<file path="src/rtl/systolic_mac_array.sv">
// systolic_mac_array: DIM x DIM grid of signed multiply-accumulate cells.
// A operands stream right along each row, B operands stream down each column,
// and every cell accumulates the product of what it sees into its own C
// register. One row of C can be preloaded from Cin or read out on Cout.
module systolic_mac_array #(
  parameter int DIM      = 4,
  parameter int BITS_AB  = 8,
  parameter int BITS_C   = 16,
  parameter int SATURATE = 0
) (
  input  logic                      clk,
  input  logic                      rst,
  input  logic                      en,
  input  logic                      WrEn,
  input  logic [$clog2(DIM)-1:0]    Crow,
  input  logic [DIM*BITS_AB-1:0]    A,
  input  logic [DIM*BITS_AB-1:0]    B,
  input  logic [DIM*BITS_C-1:0]     Cin,
  output logic [DIM*BITS_C-1:0]     Cout,
  output logic                      ovf
);

  localparam int CROW_W = $clog2(DIM);
  localparam int PW     = 2 * BITS_AB;
  localparam logic [BITS_C-1:0] C_MAX = {1'b0, {(BITS_C-1){1'b1}}};
  localparam logic [BITS_C-1:0] C_MIN = {1'b1, {(BITS_C-1){1'b0}}};

  // Unpacked views of the packed operand / preload buses.
  logic [BITS_AB-1:0] a_edge  [DIM];
  logic [BITS_AB-1:0] b_edge  [DIM];
  logic [BITS_C-1:0]  cin_col [DIM];
  logic [DIM-1:0]     row_sel;

  // Pipeline taps between neighbouring cells. The last column never forwards
  // A and the last row never forwards B, so those registers are not built.
  logic [BITS_AB-1:0] a_arr [DIM][DIM-1];
  logic [BITS_AB-1:0] b_arr [DIM-1][DIM];
  logic [BITS_C-1:0]  c_arr [DIM][DIM];
  logic [DIM*DIM-1:0] ovf_hit;

  logic ovf_q, ovf_d;

  genvar gi, gr, gc;

  generate
    for (gi = 0; gi < DIM; gi++) begin : g_port
      assign a_edge[gi]  = A[gi*BITS_AB +: BITS_AB];
      assign b_edge[gi]  = B[gi*BITS_AB +: BITS_AB];
      assign cin_col[gi] = Cin[gi*BITS_C +: BITS_C];
      // A Crow value with no matching row selects nothing.
      assign row_sel[gi] = (Crow == CROW_W'(gi));
    end

    for (gr = 0; gr < DIM; gr++) begin : g_row
      for (gc = 0; gc < DIM; gc++) begin : g_col
        logic [BITS_AB-1:0]      a_in, b_in;
        logic signed [PW-1:0]    prod;
        logic signed [BITS_C:0]  sum;
        logic                    sum_ovf;
        logic                    acc_ovf;
        logic [BITS_C-1:0]       c_q, c_d;

        if (gc == 0) begin : g_a_src
          assign a_in = a_edge[gr];
        end else begin : g_a_src
          assign a_in = a_arr[gr][gc-1];
        end

        if (gr == 0) begin : g_b_src
          assign b_in = b_edge[gc];
        end else begin : g_b_src
          assign b_in = b_arr[gr-1][gc];
        end

        // Full-width signed product, then one guard bit above the accumulator
        // so overflow is visible as a mismatch of the top two sum bits.
        assign prod = $signed({{BITS_AB{a_in[BITS_AB-1]}}, a_in}) *
                      $signed({{BITS_AB{b_in[BITS_AB-1]}}, b_in});
        assign sum = $signed({c_q[BITS_C-1], c_q}) +
                     $signed({{(BITS_C+1-PW){prod[PW-1]}}, prod});
        assign sum_ovf = sum[BITS_C] ^ sum[BITS_C-1];

        if (gc < DIM-1) begin : g_a_reg
          logic [BITS_AB-1:0] a_q, a_d;
          // A operand advances one column per enabled edge.
          always_comb a_d = en ? a_in : a_q;
          // A pipeline register.
          always_ff @(posedge clk or posedge rst) begin
            if (rst) a_q <= '0;
            else     a_q <= a_d;
          end
          assign a_arr[gr][gc] = a_q;
        end

        if (gr < DIM-1) begin : g_b_reg
          logic [BITS_AB-1:0] b_q, b_d;
          // B operand advances one row per enabled edge.
          always_comb b_d = en ? b_in : b_q;
          // B pipeline register.
          always_ff @(posedge clk or posedge rst) begin
            if (rst) b_q <= '0;
            else     b_q <= b_d;
          end
          assign b_arr[gr][gc] = b_q;
        end

        // Accumulator next value: preload on a selected row, else accumulate
        // with wrap or clamp; only a real accumulate may report overflow.
        always_comb begin
          c_d     = c_q;
          acc_ovf = 1'b0;
          if (en) begin
            if (WrEn && row_sel[gr]) begin
              c_d = cin_col[gc];
            end else begin
              acc_ovf = sum_ovf;
              if ((SATURATE != 0) && sum_ovf) c_d = sum[BITS_C] ? C_MIN : C_MAX;
              else                            c_d = sum[BITS_C-1:0];
            end
          end
        end

        // Accumulator register.
        always_ff @(posedge clk or posedge rst) begin
          if (rst) c_q <= '0;
          else     c_q <= c_d;
        end

        assign c_arr[gr][gc]       = c_q;
        assign ovf_hit[gr*DIM+gc]  = acc_ovf;
      end
    end
  endgenerate

  // Sticky overflow: set by any cell overflowing, cleared only by reset.
  always_comb ovf_d = ovf_q | (|ovf_hit);

  // Overflow flag register.
  always_ff @(posedge clk or posedge rst) begin
    if (rst) ovf_q <= 1'b0;
    else     ovf_q <= ovf_d;
  end

  assign ovf = ovf_q;

  // Readout mux: the row addressed by Crow, or zero when no row matches.
  always_comb begin
    Cout = '0;
    for (int r = 0; r < DIM; r++) begin
      if (row_sel[r]) begin
        for (int c = 0; c < DIM; c++) begin
          Cout[c*BITS_C +: BITS_C] = c_arr[r][c];
        end
      end
    end
  end

endmodule

</file>
<file path="config.mk">
export PLATFORM = sky130hd
export DESIGN_NAME = systolic_mac_array
export DESIGN_NICKNAME = d
export VERILOG_FILES = /design/src/rtl/systolic_mac_array.sv
export SDC_FILE = /design/constraint.sdc
export NUM_CORES = 2
export LEC_CHECK = 0
export CAP_MARGIN = 20
export CORE_ASPECT_RATIO = 1.25
export CORE_MARGIN = 10
export CORE_UTILIZATION = 50
export CTS_BUF_LIST = sky130_fd_sc_hd__clkbuf_8
export DETAILED_ROUTE_END_ITERATION = 16
export GPL_ROUTABILITY_DRIVEN = 0
export PLACE_DENSITY = 0.71
export SKIP_LAST_GASP = 1
export SLEW_MARGIN = 40
export SYNTH_ARGS = -nofsm -noshare
export SYNTH_HDL_FRONTEND = slang
export SYNTH_SLANG_ARGS = --single-unit
export TNS_END_PERCENT = 30
</file>
<file path="constraint.sdc">
create_clock -name clk -period 18.1 [get_ports clk]
set_clock_uncertainty 0.2 [all_clocks]
set_input_delay 1.81 -clock clk [delete_from_list [all_inputs] [get_ports clk]]
set_output_delay 1.81 -clock clk [all_outputs]
set_load 0.05 [all_outputs]
</file>
==> results.toml <==
[worst_hold_path]
worstHoldStart = "g_row[1].g_col[3].c_q[1]"
min_to = "g_row[1].g_col[3].c_q[1]"
whs_path_depth = 2
min_path_type = "flop to flop"

[finish]
multi_input_area_mm2 = 0.05175
area_growth_syn_to_layout_pct = 7.782
drive_gt1_frac = 0.05813
fin_nets = 9153
final_cell_mix = "1422 x inv_1, 1216 x fa_1, 656 x nand2_1, 624 x ha_1, 518 x and2_1"
final_cell_area_mm2 = 0.07467
final_common_cell = "inv_1"
finalNonFillerCells = 9097
area.sequential_mm2 = 0.01124
nFillCells = 12260

[global_route]
grt_max_degree = 175
grt-ovfl-total = 0
grt_usage = 0.2453
grt_pass1_vias = 54920
antenna_found_initial = 22
grt_pass1_wl_um = 296800

[setup_path]
critPathTopFamily = "adder cells"
arrival_ns = 8.55
cp-start-kind = "input port"
slowest_stage = "clkdlybuf4s50_1"
worstPathCellList = "clkdlybuf4s50_1 > and2_1 > inv_1 > fa_1 > inv_1 > fa_1 > fa_1 > fa_1 > fa_1 > ha_1 > and2_1 > a22o_1 > o41ai_2 > o211ai_1 > o41ai_1 > xnor2_1 > xnor3_1 > o41ai_1 > a41oi_2"
cp_num_cells = 19
rr_endpoint = "ovf"
r2r_slack_ns = 10.95
cp_data_required_time_ns = 18.50
r2r_cells = 18
crit_path_end_kind = "flop"
cpPeakStageDelay_ns = 0.60
path_common_cell = "fa_1"
crit_buf_inv = 3
path_max_fanout = 9
rr_startpoint = "g_row[2].g_col[3].g_b_reg.b_q[0]"
critical_path_class = "input port to flop"

[synth]
syn_inst = 7139
yosys_warnings = 0
synth.avg_cell_area_um2 = 9.704
synth_seq_cells = 449
yosysSeqAreaShare = 0.1622
synth-edff-count = 0
synthesis.area_mm2 = 0.06928
yosysUniqueCellTypes = 66
synth_fp_nets = 9113
async_reset_ff_frac = 1.000
synth_flop_cell = "dfrtp_1"

[placement]
pre_cts_slack_ns = 9.229
io_buffers = 198
dp_cells = 8939
hpwlAfterDp_um = 152800
placed_cell_area_mm2 = 0.07281

[floorplanning]
die_h_um = 436.2
die_area_mm2 = 0.1539
core_mm2 = 0.1375
initial_core_util = 0.5038
die_width_um = 352.9
rows = 152
ioPinCount = 199

[sta]
period_needed_ns = 8.148
slew_viol_final = 0
fin_setup_tns_ns = 0
grt_setup_unrepaired = "false"
hold_violations = 0
fmax_ghz = 0.1227
finalSetupViolations = 0
finalWorstSetupSlack_ns = 9.952
maxSlewHeadroom = 0.4332
tightest_slew_ns = 0.8502
fin_crit_sh = 0.4502

[route]
vias = 49750
drtIter0Drc = 2632
first_pass_iters = 5
totalWireLength_um = 183700
wl_per_cell_um = 20.19
antenna_left = 0
drc = 0
avgViaCountPerCell = 5.469

[clock_tree]
cts_resized = 0
cts_max_path_buffers = 3
cts_tree = "done"
clock_latency_ns = 0.79
clockRootBuffer = "clkbuf_8"
cts_setup_buffers = 0
cts.sinks = 449
numCtsBuffers = 85
htree_levels = 3
postCtsHoldBufs = 0
clk_pin_slew_ns = 0.06

[run_status]
status = "finished clean"

[run]
cap_violations = 0
## logic make-up after synthesis
kind of cell | Yosys count | share of synthesized area
compound gates | 749 | 0.06532
xor+xnor | 270 | 0.03513
fa+ha+maj | 1840 | 0.4641
buf+inv | 1684 | 0.09126
flops | 449 | 0.1622
mux | 293 | 0.05718
simple gates | 1854 | 0.1249
## routing by layer
metal	wire [um]	global-route usage	share of wire	vias to the layer above
li1	-	-	-	22270
met1	64710	0.2693	0.35	25350
met2	92120	0.4258	0.50	1509
met4	16450	0.1792	0.090	22
met3	10240	0.04183	0.056	605
met5	142	0	0.00077	-
## state kept, by name (all words and copies together) (netlist names)
signal	flops
g_row.g_col.c_q	256
g_row.g_col.g_a_reg.a_q	96
g_row.g_col.g_b_reg.b_q	96
ovf	1
## per-stage QoR
stage / hold slack (ns) / utilization
2_1_floorplan: 0.2830 / -
3_3_place_gp: 0.3428 / 0.5293
3_5_place_dp: 0.3512 / 0.5295
4_1_cts: 0.3594 / 0.5426
5_1_grt: 0.3850 / 0.5430
6_report: 0.3637 / 0.5431
## worst reg2reg max path, delay by kind of cell, from the launching register on
| kind | cells | cell delay (ns) |
|---|---|---|
| simple gates | 2 | 0.81 |
| compound gates | 6 | 1.80 |
| buf+inv | 2 | 0.28 |
| fa+ha+maj | 6 | 2.81 |
| flops | 1 | 0.52 |
| xor+xnor | 2 | 0.55 |
## synth_stat cells, types with 19 or more instances
cell	count	area, um2
dfrtp_1	449	11240
mux2_2	182	2049
nand2_1	656	2462
and2_1	518	3241
mux2i_1	47	470.5
a31oi_1	117	732.0
nor3_1	58	290.3
fa_1	1216	24340
o21bai_1	36	270.3
nand3_1	30	150.1
a21oi_1	315	1577
a21o_1	38	285.3
clkbuf_1	246	923.4
xnor2_1	196	1717
a211oi_1	30	225.2
o21ai_0	100	500.5
xor2_1	69	604.3
ha_1	624	7807
inv_1	1402	5263
buf_1	19	71.32
mux4_2	64	1441
nor2_1	492	1847
nand2b_1	30	187.7
## how the worst max path moves through the flow
stage | start | end | slack [ns]
finish | A[15] | ovf | 9.95
CTS | A[31] | ovf | 10.02
floorplan | rst | g_row[0].g_col[0].c_q[0] | 3.58
global route | A[15] | ovf | 9.53
global placement | A[31] | ovf | 9.34
detailed placement | A[15] | ovf | 9.23
## cell type report
type / instances / area share
clock buffer: 98 / 0.01806
antenna: 6 / 0.0002011
multi-input combinational: 5006 / 0.6931
sequential: 449 / 0.1505
tap: 1848 / 0.03097
clock inverter: 53 / 0.006015
inverter: 1418 / 0.07145
timing repair buffer: 219 / 0.02976
Power is not shown: default switching activity piles up to over one toggle a cycle in this logic, so the estimate is an artifact.
